<file path="config.mk">
export PLATFORM = sky130hd
export DESIGN_NAME = lsu_mem_arbiter
export DESIGN_NICKNAME = d
export VERILOG_FILES = /design/src/rtl/lsu_mem_arbiter.sv
export SDC_FILE = /design/constraint.sdc
export NUM_CORES = 1
export LEC_CHECK = 0
export BUFFER_PORTS_ARGS = -buffer_cell sky130_fd_sc_hd__buf_2
export CORE_AREA = 2 2 161 163
export CTS_CLUSTER_DIAMETER = 150
export CTS_CLUSTER_SIZE = 40
export DETAILED_ROUTE_END_ITERATION = 6
export DIE_AREA = 0 0 163 165
export PLACE_DENSITY = 0.47
export REMOVE_ABC_BUFFERS = 1
export SETUP_SLACK_MARGIN = 0.15
export SYNTH_ARGS = -nofsm -noshare
export SYNTH_HDL_FRONTEND = slang
export SYNTH_SLANG_ARGS = --single-unit
</file>
<file path="constraint.sdc">
create_clock -name clk -period 3.5 [get_ports clk]
set_input_delay 0.175 -clock clk [delete_from_list [all_inputs] [get_ports clk]]
set_output_delay 0.175 -clock clk [all_outputs]
set_load 0.05 [all_outputs]
</file>
<file path="src/rtl/lsu_mem_arbiter.sv">
// lsu_mem_arbiter: round-robin arbiter sharing one data-memory port among
// NUM_LSU per-thread LSUs. One transaction is outstanding at a time:
// IDLE (pick requester) -> ISSUE (drive request) -> WAIT (await response)
// -> RESP (one-cycle completion pulse to the granted LSU).
// Optional feature macro: LSU_ARB_PERF_EN adds the 32-bit perf_txn_count
// output counting completed transactions.
module lsu_mem_arbiter #(
  parameter int NUM_LSU              = 4,
  parameter int CACHE_LINE_BYTE_SIZE = 4,
  parameter int DATA_MEM_ADDR_WIDTH  = 32,
  parameter int DATA_WIDTH           = 32
) (
  input  logic                                          clk,
  input  logic                                          reset,
  // LSU side
  input  logic [NUM_LSU-1:0]                            lsu_mem_valid,
  input  logic [NUM_LSU-1:0][DATA_MEM_ADDR_WIDTH-1:0]   lsu_mem_addr,
  input  logic [NUM_LSU-1:0][DATA_WIDTH-1:0]            lsu_mem_data,
  input  logic [NUM_LSU-1:0][CACHE_LINE_BYTE_SIZE-1:0]  lsu_mem_we,
  output logic [NUM_LSU-1:0]                            lsu_mem_resp_ready,
  output logic [DATA_WIDTH-1:0]                         lsu_mem_resp_data,
  // Memory side
  output logic                                          dmem_req_valid,
  input  logic                                          dmem_req_ready,
  output logic [DATA_MEM_ADDR_WIDTH-1:0]                dmem_addr,
  output logic [DATA_WIDTH-1:0]                         dmem_data,
  output logic [CACHE_LINE_BYTE_SIZE-1:0]               dmem_we,
  input  logic                                          dmem_resp_valid,
  input  logic [DATA_WIDTH-1:0]                         dmem_resp_data,
  // Status
`ifdef LSU_ARB_PERF_EN
  output logic [31:0]                                   perf_txn_count,
`endif
  output logic                                          arb_busy
);

  localparam int PTR_W = (NUM_LSU > 1) ? $clog2(NUM_LSU) : 1;

  typedef enum logic [1:0] {
    S_IDLE  = 2'd0,
    S_ISSUE = 2'd1,
    S_WAIT  = 2'd2,
    S_RESP  = 2'd3
  } state_e;

  state_e                          state_q, state_d;
  logic [PTR_W-1:0]                rr_ptr_q, rr_ptr_d;
  logic [PTR_W-1:0]                grant_q, grant_d;
  logic [DATA_MEM_ADDR_WIDTH-1:0]  addr_q, addr_d;
  logic [DATA_WIDTH-1:0]           data_q, data_d;
  logic [CACHE_LINE_BYTE_SIZE-1:0] we_q, we_d;
  logic [DATA_WIDTH-1:0]           resp_data_q, resp_data_d;

  // Round-robin candidate order: candidate k is (rr_ptr + k) mod NUM_LSU.
  logic [PTR_W:0]   cand_sum  [NUM_LSU];
  logic [PTR_W:0]   cand_wrap [NUM_LSU];
  logic [PTR_W-1:0] cand_idx  [NUM_LSU];
  logic             sel_found;
  logic [PTR_W-1:0] sel_idx;

  generate
    for (genvar gi = 0; gi < NUM_LSU; gi++) begin : g_cand
      assign cand_sum[gi]  = {1'b0, rr_ptr_q} + (PTR_W+1)'(gi);
      assign cand_wrap[gi] = cand_sum[gi] - (PTR_W+1)'(NUM_LSU);
      assign cand_idx[gi]  = (cand_sum[gi] >= (PTR_W+1)'(NUM_LSU))
                             ? cand_wrap[gi][PTR_W-1:0]
                             : cand_sum[gi][PTR_W-1:0];
    end
  endgenerate

  // Pick the first asserted valid, starting at rr_ptr and wrapping upward.
  always_comb begin
    sel_found = 1'b0;
    sel_idx   = '0;
    for (int k = 0; k < NUM_LSU; k++) begin
      if (!sel_found && lsu_mem_valid[cand_idx[k]]) begin
        sel_found = 1'b1;
        sel_idx   = cand_idx[k];
      end
    end
  end

  // State register; reset drops any in-flight transaction without a pulse.
  always_ff @(posedge clk or posedge reset) begin
    if (reset) begin
      state_q <= S_IDLE;
    end else begin
      state_q <= state_d;
    end
  end

  // Next-state logic: memory stalls simply hold ISSUE or WAIT.
  always_comb begin
    state_d = state_q;
    case (state_q)
      S_IDLE:  if (sel_found)       state_d = S_ISSUE;
      S_ISSUE: if (dmem_req_ready)  state_d = S_WAIT;
      S_WAIT:  if (dmem_resp_valid) state_d = S_RESP;
      S_RESP:                       state_d = S_IDLE;
      default:                      state_d = S_IDLE;
    endcase
  end

  // Request/response register updates. LSU inputs are sampled only at grant,
  // so a requester dropping valid later cannot disturb the transaction.
  always_comb begin
    rr_ptr_d    = rr_ptr_q;
    grant_d     = grant_q;
    addr_d      = addr_q;
    data_d      = data_q;
    we_d        = we_q;
    resp_data_d = resp_data_q;
    if (state_q == S_IDLE && sel_found) begin
      grant_d = sel_idx;
      addr_d  = lsu_mem_addr[sel_idx];
      data_d  = lsu_mem_data[sel_idx];
      we_d    = lsu_mem_we[sel_idx];
    end
    // Responses outside WAIT are stray and ignored.
    if (state_q == S_WAIT && dmem_resp_valid) begin
      resp_data_d = dmem_resp_data;
    end
    if (state_q == S_RESP) begin
      rr_ptr_d = (grant_q == PTR_W'(NUM_LSU - 1)) ? '0 : grant_q + PTR_W'(1);
    end
  end

  // Datapath registers holding grant, request fields and captured response.
  always_ff @(posedge clk or posedge reset) begin
    if (reset) begin
      rr_ptr_q    <= '0;
      grant_q     <= '0;
      addr_q      <= '0;
      data_q      <= '0;
      we_q        <= '0;
      resp_data_q <= '0;
    end else begin
      rr_ptr_q    <= rr_ptr_d;
      grant_q     <= grant_d;
      addr_q      <= addr_d;
      data_q      <= data_d;
      we_q        <= we_d;
      resp_data_q <= resp_data_d;
    end
  end

  // Outputs decoded from state and registers only; no input-to-output path.
  always_comb begin
    dmem_req_valid     = (state_q == S_ISSUE);
    arb_busy           = (state_q != S_IDLE);
    dmem_addr          = addr_q;
    dmem_data          = data_q;
    dmem_we            = we_q;
    lsu_mem_resp_data  = resp_data_q;
    lsu_mem_resp_ready = '0;
    for (int i = 0; i < NUM_LSU; i++) begin
      lsu_mem_resp_ready[i] = (state_q == S_RESP) && (grant_q == PTR_W'(i));
    end
  end

`ifdef LSU_ARB_PERF_EN
  logic [31:0] perf_q;

  // Completed-transaction counter, one count per RESP cycle, wraps at 2^32.
  always_ff @(posedge clk or posedge reset) begin
    if (reset) begin
      perf_q <= '0;
    end else if (state_q == S_RESP) begin
      perf_q <= perf_q + 32'd1;
    end
  end

  assign perf_txn_count = perf_q;
`endif

endmodule

</file>
## After elaboration in Yosys (flattened, before gate mapping)

Index checks and enable logic that the tools add are counted.

- Output and inout port bits: 106
- Input port bits: 312
- Register bits after elaboration: 106
- Logic and storage cells: 80

- $lt $le $gt $ge: 9
- Reduce and logical (&&, ||, !) cells: 16
- Muxes and demuxes: 31
- Equal/unequal tests: 9
- Add/sub/neg operators: 8

Operators by type and width:

| cell | number |
|---|---|
| $bmux W32 S2 | 2 |
| $mux W32 | 2 |
| $mux W2 | 12 |
| $lt A2 B3 Y1 const B | 5 |
| $ge A3 B3 Y1 const B | 3 |
| $logic_and A1 B1 Y1 | 9 |
| $bmux W1 S2 | 4 |
| $bmux W4 S2 | 1 |
| $eq A2 B2 Y1 const B | 4 |
| $mux W1 | 8 |
| $pmux W2 S4 | 1 |
| $sub A2 B1 Y2 const B | 4 |
| $add A2 B2 Y3 const B | 2 |
| $eq A2 B1 Y1 const B | 2 |
| $logic_not A2 Y1 | 2 |
| $mux W4 | 1 |
| $ne A2 B2 Y1 const B | 2 |
| $add A2 B1 Y3 const B | 1 |
| $ge A2 B3 Y1 const B | 1 |
| $logic_not A1 Y1 | 3 |
| $reduce_and A3 Y1 | 1 |
| $add A2 B1 Y2 const B | 1 |
| $ne A2 B1 Y1 const B | 1 |
| $reduce_bool A2 Y1 | 1 |

## Longest topological paths before layout

- Word-level depth: 16
- Mapped depth: 9

## Worst setup path before layout

OpenSTA, ideal clock, no wires.

- Path type: reg-to-reg
- Start: register state_q[0]
- End: register addr_q[11] (netlist: dmem_addr[11])
- Data required time: 3.358 ns
- Slack: 1.517 ns
- Arrival: 1.840 ns
- Setup time: 0.142 ns
- Path buffers: 2
- Cell stages (with the launch flop): 9
- Clock period less this slack: 1.983 ns
- Path through: dfrtp_1 -> inv_1 -> ha_1 -> inv_1 -> nor2_1 -> nand2_1 -> buf_2 -> clkbuf_1 -> o221ai_1

- Word-level cells in the longest chain between the ends: 2

RTL lines:

| what | RTL line | source |
|---|---|---|
| start: declaration | 46 | `state_e state_q, state_d;` |
| start signal: assignment | 88 | `state_q <= state_d;` |
| $logic_not A2 Y1 | 113 | `if (state_q == S_IDLE && sel_found) begin` |
| $logic_and A1 B1 Y1 | 113 |  |
| end signal: assignment | 140 | `addr_q <= addr_d;` |
| end: declaration | 49 | `logic [DATA_MEM_ADDR_WIDTH-1:0] addr_q, addr_d;` |

Every way passes these cells.
A chain may end at the register's enable or synchronous reset.

## Final worst setup path

- Start: register state_q[0]
- End: register data_q[3] (netlist: dmem_data[3])

- Word-level cells in the longest chain between the ends: 2

RTL lines:

| what | RTL line | source |
|---|---|---|
| $logic_not A2 Y1 | 113 |  |
| $logic_and A1 B1 Y1 | 113 |  |
| end signal: assignment | 141 | `data_q <= data_d;` |
| end: declaration | 50 | `logic [DATA_WIDTH-1:0] data_q, data_d;` |

Every way passes these cells.

==> summary.md <==
| Metric | Value |
|---|---|
| Critical Path RT | `3.75 ns` |
| Area grow syn2layout | `46.0%` |
| IO Pins | `roughly 420` |
| Initial DRT Pass Iterations | `6` |
| Post-synth top area share | `between 40% and 50%` |
| CP Capture Type | `flip-flop` |
| Vias per Instance | `4.47` |
| Maximum VDD drop | `0.000609 V` |
| R2R cell count | `7` |
| Max Freq | `around 430 MHz` |
| Leak | `4.69 nW` |
| Combinational Power Share | `between 60% and 70%` |
| Relative slew slack | `42.7%` |
| Worst-Margin Slew | `0.856 ns` |
| Starting Density | `23.3%` |
| Top FF cell, synth | `dfrtp_1` |
| Core area | `25,000 um2` |
| Share of post-route cells with drive strength above 1 | `around 53%` |
| Final worst-path cycle share | `65.7%` |
| Port Buffers | `417` |
| Die height | `165 um` |
| Number of global-route vias before repair | `5,657` |
| Post-route DRC violation count | `0` |
| Yosys warning count | `0` |
| Clock share of power | `12.3%` |
| NetSw | `about 0.0046 W` |
| Hpwl dp | `about 16,000 um` |
| WS Path Type | `reg2reg` |
| Most common cell after layout, fill and taps aside | `buf_2` |
| Worst Skew | `roughly 0.015 ns` |
| CP arrival | `2.56 ns` |
| Num rows | `58` |
| Outcome | `complete, no violations` |
| Worst min-delay path class | `in2reg` |
| Global-route wire length before repair | `31,000 um` |
| Root Driver | `clkbuf_16` |
| RSZ-0062 raised after global routing | `false` |
| Setup-failing EPs final | `0` |
| Sw Ratio | `53.3%` |
| H-Tree Level Count | `3` |
| Total Wirelength | `21,200 um` |
| Synth top area cells | `dfrtp_1, mux2i_1, o221ai_1` |
| Clk Latency, worst-skew pair | `0.35 ns` |
| Critical Path Source Type | `flip-flop` |
| Total track usage | `15.1%` |
| Die Area | `around 27,000 um2` |
| Asr flop ratio synth | `100%` |
| Leading area contributor after synthesis | `dfrtp_1` |
| # clock sinks | `106` |
| CTS tree | `built` |
| Non-filler instance count after layout | `around 1,200` |
| Register area share after synthesis | `45.5%` |
| Final nets | `1,219` |
| DR vias | `5,520` |
| Dpl cells | `1,217` |
| Total CTS buffers | `9` |
| PD cells | `1010 nW/um2` |
| Max Buffers Root-to-Sink | `2` |
| Util after Layout | `34.0%` |
| Slew Viols, Final | `0` |
| Die Width | `163 um` |
| Mapped cell area | `5830 um2` |
| Fin crit period | `between 2 and 2.5 ns` |
| Largest net degree at the start of global routing | `70` |
| Avg Cell Area, Syn | `~12 um2` |
| Crit Path Max Fanout | `38` |
| Final Hold Vio Count | `0` |
| Reg power frac | `25.3%` |
| Yosys cell types | `28` |
| DRT antenna net count | `0` |
| Routed length per instance | `17.1 um` |
| Initial antenna violation count | `3` |
| Most frequent cells in the layout | `buf_2, mux2i_1, dfrtp_1` |
| Post-CTS sizing | `0` |
| Starting DRT DRC Count | `202` |
| Global route total overflow | `0` |
| Post-synth EDFFs | `0` |
| Cells after Synth | `500` |
| Flops & latches, synth | `106` |
| Hold-critical path depth | `2` |
| Crit path from | `state_q[0]` |
| Hold path start | `dmem_resp_data[12]` |
| Clock transition at path regs | `0.08 ns` |
| Routability Congestion | `between 0.7 and 0.8` |
| Postcts setup bufs | `0` |
| R2R Path Start | `state_q[0]` |
| Pint | `0.00401 W` |
| Max_cap viols | `0` |
==> layer usage <==
metal	up-vias	global-route usage, %	wire length [um]
met5	-	0	16
met4	2	4.30	264
met3	19	4.02	1730
met2	258	27.3	10900
met1	2568	17.5	8310
li1	2673	-	-
==> power groups by stage <==
stage	Combinational [W]	Clock (W)	Sequential, W
floorplan	0.00218	0	0.00418
global placement	0.00539	0	0.00218
detailed placement	0.00542	0	0.00218
CTS	0.00542	0.00112	0.00217
global route	0.00571	0.00116	0.00225
finish	0.00535	0.00106	0.00217
==> layout make-up <==
cell class,instances,area [um2]
Multi-Input combinational cell,344,2880
Timing Repair Buffer,429,2230
Tap cell,330,413
Antenna cell,2,5.00
Fill cell,2589,16500
Sequential cell,106,2650
Inverter,9,36.3
Clock inverter,7,75.1
Clock buffer,9,225
==> cell usage after synthesis (all sizes together) (3+ instances only) <==
master / instances
o22ai: 3
buf: 26
ha: 8
a21oi: 3
nand2: 73
and2: 4
o221ai: 68
clkbuf: 15
mux2i: 137
inv: 9
mux2: 33
o21ai: 4
dfrtp: 106
==> kinds of logic after synthesis <==
family                     after synthesis  synth area share [%]
buffers and inverters                   50                  5.30
DFF                                    106                  45.5
AOI/OAI and AO/OA                       82                  11.7
adders and majority gates                8                  1.72
muxes                                  170                  29.9
and+or+nand+nor                         84                  5.84
==> registers in the layout, indices dropped and copies added, names as in the netlist <==
| name | cells |
|---|---|
| grant_q | 2 |
| rr_ptr_q | 2 |
| state_q | 2 |
| dmem_we | 4 |
| lsu_mem_resp_data | 32 |
| dmem_data | 32 |
| dmem_addr | 32 |
==> worst max-delay path: stages (launching register included) <==
cell and delay, ns:
dfrtp_1 0.42, inv_1 0.10, ha_1 0.23, inv_1 0.07
nor2_1 0.20, nand2_2 0.51, buf_4 0.44, o221ai_1 0.18
==> worst paths after layout <==
check,slack [ns],endpoint
worst max-delay path,1.20,dmem_data[3]
worst min-delay path,0.05,lsu_mem_resp_data[12]
worst max register to register,1.20,dmem_data[3]
worst min register to register,0.48,dmem_we[3]
max in group asynchronous,2.26,dmem_data[9]
min in group asynchronous,0.43,lsu_mem_resp_data[27]
==> stage by stage <==
| step | setup TNS [ns] | setup slack [ns] | area (um2) | power (W) | hold WS [ns] |
|---|---|---|---|---|---|
| after floorplan | -151.00 | -2.22 | 5550 | 0.00636 | 0.326 |
| after global placement | 0 | 1.23 | 8200 | 0.00757 | 0.302 |
| after detailed placement | 0 | 1.17 | 8200 | 0.00760 | 0.298 |
| after CTS | 0 | 1.18 | 8510 | 0.00870 | 0.0262 |
| after global routing | 0 | 0.958 | 8510 | 0.00912 | 0.0254 |
| final | 0 | 1.20 | 8510 | 0.00857 | 0.0472 |
==> repair_timing <==
item | 4_1_cts | 5_1_grt
hold buffers | 1 | 0
endpoints found under the setup margin | 0 | 0
endpoints found under the hold margin | 45 | 0
No activity file was read; power rests on OpenSTA's default activity.
